--- config.mk ---
export PLATFORM = sky130hd
export DESIGN_NAME = ext_pipe
export DESIGN_NICKNAME = d
export VERILOG_FILES = /design/src/rtl/ext_pipe.sv
export SDC_FILE = /design/constraint.sdc
export NUM_CORES = 1
export LEC_CHECK = 0
export ABC_AREA = 1
export BUFFER_PORTS_ARGS = -buffer_cell sky130_fd_sc_hd__buf_2
export CAP_MARGIN = 5
export CORE_MARGIN = 1.5
export CORE_UTILIZATION = 44
export CTS_BUF_LIST = sky130_fd_sc_hd__clkbuf_8
export DETAILED_ROUTE_END_ITERATION = 7
export GPL_ROUTABILITY_DRIVEN = 0
export PLACE_DENSITY = 0.67
export SYNTH_ARGS = -nofsm -noshare
export SYNTH_HDL_FRONTEND = slang
export SYNTH_SLANG_ARGS = --single-unit
--- constraint.sdc ---
create_clock -name clk -period 3.7 [get_ports clk]
set_input_delay 0.37 -clock clk [delete_from_list [all_inputs] [get_ports clk]]
set_output_delay 0.37 -clock clk [all_outputs]
set_load 0.02 [all_outputs]
--- src/rtl/ext_pipe.sv ---
// Immediate-extension stage for the decode->execute path.
// Extends in_imm by in_mode and buffers results in a small output FIFO.
module ext_pipe #(
  parameter int DATA_W = 32,
  parameter int DEPTH  = 2
) (
  input  logic                       clk,
  input  logic                       rst_n,
  input  logic                       flush,
  input  logic                       in_valid,
  output logic                       in_ready,
  input  logic [25:0]                in_imm,
  input  logic [2:0]                 in_mode,
  output logic                       out_valid,
  input  logic                       out_ready,
  output logic [DATA_W-1:0]          out_data,
  output logic                       out_err,
  output logic [$clog2(DEPTH):0]     out_count
);

  localparam int PW = $clog2(DEPTH);
  localparam int CW = PW + 1;

  logic [CW-1:0]     count;
  logic [PW-1:0]     wr_ptr;
  logic [PW-1:0]     rd_ptr;
  logic [DATA_W:0]   mem [DEPTH];
  logic [DATA_W:0]   head;
  logic [DATA_W-1:0] ext;
  logic              err;
  logic              push;
  logic              pop;

  always_comb begin
    ext = '0;
    err = 1'b0;
    unique case (in_mode)
      3'd0: ext = DATA_W'({48'b0, in_imm[15:0]});
      3'd1: ext = DATA_W'({{48{in_imm[15]}}, in_imm[15:0]});
      3'd2: ext[DATA_W-1 -: 16] = in_imm[15:0];
      3'd3: ext = DATA_W'({59'b0, in_imm[10:6]});
      3'd4: ext = DATA_W'({{46{in_imm[15]}}, in_imm[15:0], 2'b00});
      3'd5: ext = DATA_W'({36'b0, in_imm, 2'b00});
      default: err = 1'b1;
    endcase
  end

  assign in_ready  = (count != CW'(DEPTH));
  assign out_valid = (count != '0);
  assign push      = in_valid & in_ready;
  assign pop       = out_valid & out_ready;

  always_ff @(posedge clk) begin
    if (!rst_n || flush) begin
      count  <= '0;
      wr_ptr <= '0;
      rd_ptr <= '0;
    end else begin
      if (push)
        wr_ptr <= wr_ptr + 1'b1;
      if (pop)
        rd_ptr <= rd_ptr + 1'b1;
      if (push && !pop)
        count <= count + 1'b1;
      else if (pop && !push)
        count <= count - 1'b1;
    end
  end

  // Storage needs no reset: an entry is only visible once count covers it.
  always_ff @(posedge clk) begin
    if (push)
      mem[wr_ptr] <= {err, ext};
  end

  assign head      = mem[rd_ptr];
  assign out_data  = out_valid ? head[DATA_W-1:0] : '0;
  assign out_err   = out_valid & head[DATA_W];
  assign out_count = count;

endmodule
**Yosys cells after proc, flatten, opt, wreduce, memory -nomap -nowiden**

Memories as Yosys holds them, arrays and structs flattened. A register that Yosys moved wholly into a read port is not among the register bits.
Cells that the tools add are included.

- Output and inout bits: 37
- Flip-flop bits (word level): 4
- Logic and storage cells: 39
- Memory bits (writable): 66
- Input bits: 34
- Memories kept: 1

- Bitwise gates (word level): 3
- Reductions and logical operators: 12
- Eq/ne operators: 6
- Muxes and demuxes: 10
- Add/subtract/negate cells: 4

Memory list:

| memory | depth | bits a word | rd ports | clocked after Yosys merged registers in | write ports | RTL line | RTL |
|---|---|---|---|---|---|---|---|
| mem | 2 | 33 | 1 | 1 | 1 | 27 | `logic [DATA_W:0] mem [DEPTH];` |

Operator list:

| kind | count |
|---|---|
| 16-bit case mux with 4 select lines | 1 |
| 16-bit case mux with 3 select lines | 1 |
| 32-bit two-way mux | 1 |
| 3-bit by 2-bit equality test with 1-bit output, second input constant | 2 |
| 3-bit equality test, second input constant | 2 |
| 6-bit OR reduction | 1 |
| 1-bit two-way mux | 5 |
| 2-bit two-way mux | 2 |
| 2-bit nonzero test | 2 |
| 2-bit OR reduction | 2 |
| 1-bit AND | 3 |
| 3-bit by 1-bit equality test with 1-bit output, second input constant | 1 |
| 1-bit logical NOT | 3 |
| 3-bit logical NOT | 1 |
| 1-bit adder, second input constant | 2 |
| 2-bit by 1-bit adder with 2-bit output, second input constant | 1 |
| 1-bit logical AND | 2 |
| 2-bit != test, second input constant | 1 |
| 2-bit by 1-bit subtractor with 2-bit output, second input constant | 1 |
| 1-bit logical OR | 1 |

**Depth between registers and ports, before layout**

Gate-level depths: netlist of run 1.

- Depth in word-level cells: 6
- Gate-level depth with buffers: 10
- Gate-level depth less buffers: 10

**Worst setup path before layout of run 1**

Ideal clock, no wire load.

- Kind: flip-flop to flip-flop
- Start: reg count[0] (netlist: out_count[0])
- End: mem mem[1][0] (netlist name) (enable)
- Path buffers: 0
- Arrival: 2.320 ns
- Cell stages (with the launch flop): 5
- Slack: 0.956 ns
- Cell sequence: dfxtp_1 -> inv_1 -> nand2_1 -> nand2_1 -> nor2_1

- Cells in the longest elaborated chain, start to end: 4

RTL lines:

| element | RTL line | RTL |
|---|---|---|
| start: declaration | 24 | `logic [CW-1:0] count;` |
| start signal: assignment | 64 | `count <= count + 1'b1;` |
| start signal: assignment | 66 | `count <= count - 1'b1;` |
| 2-bit != test | 48 | `assign in_ready = (count != CW'(DEPTH));` |
| via in_ready | 11 | `output logic in_ready,` |
| 1-bit AND | 50 | `assign push = in_valid & in_ready;` |
| 1-bit two-way mux | 72 | `if (push)` |
| 1-bit two-way mux (not written as such) | 73 | `mem[wr_ptr] <= {err, ext};` |
| end: declaration | 27 |  |

The timed path passes the listed nets, and every way through them passes these cells.

==> results.yml, run 1 <==
layout:
  nets: 430
  area_delta_synth_final_pct: 20.3
  final_cells: 496
  drive_above_1_share_pct: 23.5
  antenna_cells: 0
cts:
  post_cts_resized: 0
  hold_buffers: 0
  cts.sinks: 71
  cts-root-buf: "clkbuf_8"
  cts_tree: "done"
  clkLatencyLatePin_ps: 340
  clockBufferDepth: 2
  post_cts_buffers: 0
  path_clk_slew_ps: 70
  h-tree-depth: 3
  cts_inserted_buffers: 9
drt:
  routed_via_density: 5.06
  drt-pass1-iter-count: 5
  ant_nets: 0
  wl_microns: 7060
  drc: 0
  wl_per_cell_microns: 14.2
  drt_iter0_markers: 165
  vias: 2511
sta:
  fmax_ghz: 0.389
  finalCritPeriodShare_pct: 69.4
  max-slew-margin-rel_pct: 28.3
  rsz0062_at_grt: "no"
  setup_viol: 0
  fin_skew_ps: 4.81
  max_slew.worst_pin.slew_ps: 1070
  setup_tns_ps: 0
  hold_violations: 0
  drv_slew: 0
  min_period_ps: 2570
logic_synthesis:
  avgSynthCellArea_sq_um: 9.77
  synth.most_common_cell: "nand2_1"
  synth_edf_count: 66
  synthTopCellsByArea: "edfxtp_1, nand2_1, a21oi_1"
  synth-seq-cells: 71
  synth_top_area_share_pct: 62.4
  synth_cell_types: 21
  synth_seq_area_share_pct: 65.5
  yosysTopAreaCell: "edfxtp_1"
  synth_nets: 360
  yosysWarnings: 0
  async_reset_ff_share_pct: 0
  synth_ff_type: "edfxtp_1"
  syn-instance-count: 325
  netlist_top_cells_count: "nand2_1, edfxtp_1, a21oi_1"
  syn_area_sq_mm: 0.00318
placed_design:
  dp_cells: 480
  numPortBuffers: 70
  hpwl_microns: 4830
floorplan:
  die_height_microns: 88.0
  start_util_pct: 46.2
  num_rows: 30
  core_sq_mm: 0.00687
  dieArea_sq_mm: 0.00774
  fp.dieW_microns: 88.0
  pin_count: 71
power_and_ir_drop:
  total_power_mw: 1.84
  power.density_mw_per_mm2: 482
  p_leak_nw: 1.64
  peakVddDrop_mv: 0.274
critical_path:
  required_ps: 3330
  r2r_start: "out_count[0]"
  worst_r2r_endpoint: "mem[0][25]"
  path_class: "reg -> out"
  endpoint_kind: "primary output"
  r2r_setup_slack_ps: 2170
  startpoint_type: "flip-flop"
  arrival_ps: 2200
  path_max_fanout: 34
  reg2reg_depth: 5
grt:
  grt_pass1_wl_microns: 11000
  grt_use_total_pct: 19.2
  antenna_found_initial: 0
  grt_pass1_vias: 2251
  grt_overflow: 0
  grt_max_degree: 35
worst_hold_path:
  hp-start: "flush"
  min_path_cells: 4
  min_to: "wr_ptr"
  hp-class: "in -> reg"
job:
  maxCapViolCount: 0
outcome:
  status: "completed"
-- cells by family (layout without fill, tap and decap cells) --
family / count (synthesis) / after routing / synth area share, %
AO/OA/AOI/OAI: 53 / 53 / 8.47
buffers and inverters: 39 / 114 / 5.00
adder cells (fa/ha/maj): 1 / 1 / 0.394
AND/OR/NAND/NOR: 161 / 161 / 20.6
flip-flops: 71 / 71 / 65.5
-- where the power goes --
part           switching (mW)  internal, mW  total [mW]
clock                   0.280         0.374       0.654
sequential             0.0125         0.937       0.949
combinational           0.169        0.0693       0.238
-- critical path, stage by stage, from the launching register on --
cell     delay [ps]
dfxtp_1         300
buf_4           240
inv_1           760
nand2_1         150
a21oi_1         200
buf_2           200
-- through the flow --
stage               utilization [%]  area (sq um)  hold slack [ps]  setup slack, ps
detailed placement             52.6          3610              467             1490
CTS                            55.6          3820              306             1080
global route                   55.6          3820              351              910
floorplan                         -          3180              447              956
global placement               52.6          3610              457             1510
finish                         55.6          3820              318             1130
-- cells in the final DEF (no fill, tap or decap), drive strengths merged --
cell type	netlist	routed
a21oi	37	37
nor2	4	4
nand4	2	2
nor3	2	2
buf	9	73
inv	24	25
nand3	19	19
dfxtp	5	5
clkinvlp	0	1
edfxtp	66	66
clkbuf	5	9
nand2	134	134
ha	1	1
o21ai	16	16
clkinv	1	4
bufinv	0	2
-- registers in the layout, indices dropped and copies added (netlist names), named ones only --
register,count
out_count,2
mem,66
wr_ptr,1
rd_ptr,1
-- layout make-up --
| type | count | area (sq um) |
|---|---|---|
| timing repair buffer | 73 | 373 |
| inverter | 25 | 93.8 |
| clock inverter | 7 | 88.8 |
| clock buffer | 9 | 124 |
| sequential | 71 | 2080 |
| fill | 650 | 3050 |
| tap | 96 | 120 |
| multi-input combinational | 215 | 941 |
-- layer usage --
metal | global-route usage [%] | part of all wire (%) | vias to the layer above
li1 | - | - | 1229
met1 | 26.5 | 44 | 1169
met2 | 30.3 | 47 | 102
met3 | 3.77 | 6.7 | 11
met4 | 7.36 | 1.5 | 0
met5 | 0 | 0 | -
-- worst max-delay path by stage --
| stage | from | end | slack (ps) | depth (start not counted) |
|---|---|---|---|---|
| floorplan | out_count[0] | mem[1][0] | 960 | 4 |
| global placement | flip-flop | out_err | 1510 | 5 |
| detailed placement | flip-flop | out_data[2] | 1490 | 5 |
| CTS | flip-flop | out_data[4] | 1080 | 5 |
| global route | flip-flop | out_data[23] | 910 | 5 |
| finish | flip-flop | out_data[4] | 1130 | 5 |
(Power assumes the default switching activity.)
==> run 2, diff against run 1 <==
==> constraint.sdc (replaced) <==
create_clock -name clk -period 2.45 [get_ports clk]
set_input_delay 0.245 -clock clk [delete_from_list [all_inputs] [get_ports clk]]
set_output_delay 0.245 -clock clk [all_outputs]
set_load 0.02 [all_outputs]
==> run 2 against run 1 <==
- non-clock buffer count increased by 4
- cell count increased by 0.81%
- hold slack got worse by 130 ps
- count of clock-buffer cells in the layout unchanged
- critical path depth increased by 1
- largest cell class unchanged
==> results.yml, run 2 (synthesis results as in run 1) <==
sta:
  hold_violations: 0
  fmax_ghz: 0.498
  max_slew.worst_pin.slew_ps: 581
  min_period_ps: 2010
  drv_slew: 0
  fin_skew_ps: 12.5
  holdWs_ps: 186
  finalCritPeriodShare_pct: 82.0
  rsz0062_at_grt: "no"
  setup_tns_ps: 0
  setup_viol: 0
  max-slew-margin-rel_pct: 61.1
drt:
  wl_microns: 7470
  drt_iter0_markers: 141
  vias: 2512
  routed_via_density: 5.02
  drc: 0
  drt-pass1-iter-count: 4
  wl_per_cell_microns: 14.9
  ant_nets: 0
floorplan:
  dieArea_sq_mm: 0.00774
  die_height_microns: 88.0
  num_rows: 30
  fp.dieW_microns: 88.0
  core_sq_mm: 0.00687
  pin_count: 71
  start_util_pct: 46.2
critical_path:
  arrival_ps: 1760
  required_ps: 2200
  worst_r2r_endpoint: "mem[1][24]"
  crit_chain: "inv_1 > nand2_1 > inv_1 > buf_4 > a21oi_1 > buf_2"
  r2r_setup_slack_ps: 920
  r2r_start: "out_count[0]"
  path_class: "reg -> out"
  startpoint_type: "flip-flop"
  cpMaxStageDelayCell: "inv_1"
  reg2reg_depth: 5
  endpoint_kind: "primary output"
  path_max_fanout: 14
  cp_common_cell: "inv_1"
  critPathMaxStageDelay_ps: 370
cts:
  hold_buffers: 0
  clockBufferDepth: 2
  cts_tree: "done"
  post_cts_resized: 0
  h-tree-depth: 3
  path_clk_slew_ps: 70
  cts_inserted_buffers: 9
  post_cts_buffers: 0
  clkLatencyLatePin_ps: 340
  cts-root-buf: "clkbuf_8"
  cts.sinks: 71
placed_design:
  numPortBuffers: 70
  hpwl_microns: 5170
worst_hold_path:
  min_path_cells: 4
  min_to: "out_count[1]"
  hp-start: "flush"
  hp-class: "in -> reg"
power_and_ir_drop:
  internal_power_mw: 1.88
  switchingPower_uw: 712
  power.density_mw_per_mm2: 682
  p_leak_nw: 1.63
  clockPowerShare_pct: 30.6
  switching_share_pct: 27.5
  peakVddDrop_mv: 0.377
  p_comb_share_pct: 14.2
  power_frac_seq_pct: 55.2
grt:
  grt_pass1_wl_microns: 11800
  grt_use_total_pct: 20.8
  grt_max_degree: 35
  grt_pass1_vias: 2472
  antenna_found_initial: 0
  grt_overflow: 0
layout:
  antenna_cells: 0
  drive_above_1_share_pct: 24.0
  regMostFlops: "mem"
  layout_commonest_cell: "nand2_1"
  area_delta_synth_final_pct: 19.8
  mostFrequentLayoutCells: "nand2_1, buf_2, edfxtp_1"
  largest_reg_flops: 66
  nets: 434
job:
  maxCapViolCount: 0
outcome:
  status: "completed"
-- run 2: how the worst max path moves through the flow --
stage	start	to	slack [ps]
2_1_floorplan	out_count[0]	mem[1][0]	240
3_5_place_dp	in_mode[1]	mem[1][13]	660
5_1_grt	out_count[0]	out_data[26]	280
6_report	out_count[0]	out_data[22]	440
4_1_cts	out_count[0]	out_data[22]	400
3_3_place_gp	in_mode[1]	mem[0][9]	750
-- run 2: layout make-up --
cell class | instances | area (sq um)
multi-input cells | 215 | 941
repair buffers | 77 | 403
inverters | 25 | 93.8
well taps | 96 | 120
clock buffers | 9 | 124
fillers | 637 | 3060
clock inverters | 7 | 41.3
flip-flops and latches | 71 | 2080
-- run 2: critical path, delay by kind of cell (launching register included) --
family	cells	cell delay, ps
AND/OR/NAND/NOR	1	100
flip-flops	1	330
buffers and inverters	4	920
AO/OA/AOI/OAI	1	60
-- run 2: routing by layer --
metal / part of all wire [%] / routed length (microns) / track usage [%] / vias to the layer above
li1: - / - / - / 1239
met1: 43 / 3210 / 26.8 / 1181
met2: 50 / 3770 / 34.2 / 81
met3: 5.0 / 374 / 4.52 / 11
met4: 1.5 / 113 / 8.80 / 0
met5: 0 / 0 / 0 / -
-- run 2: stage by stage --
stage / instance area (sq um) / total power, mW / setup WS, ps / utilization, % / cells
after floorplan: 3180 / 1.68 / 239 / - / 325
after global placement: 3640 / 1.82 / 746 / 53.0 / 484
after detailed placement: 3640 / 1.83 / 660 / 53.0 / 484
after CTS: 3800 / 2.61 / 397 / 55.4 / 500
after global routing: 3800 / 2.70 / 275 / 55.4 / 500
final: 3800 / 2.59 / 441 / 55.4 / 500
-- run 2: power groups by stage --
stage               Combinational (mW)  Clock, mW  Sequential, mW
floorplan                        0.225          0            1.46
global placement                 0.363          0            1.46
detailed placement               0.371          0            1.46
CTS                              0.373      0.804            1.43
global route                     0.410      0.850            1.44
finish                           0.368      0.795            1.43
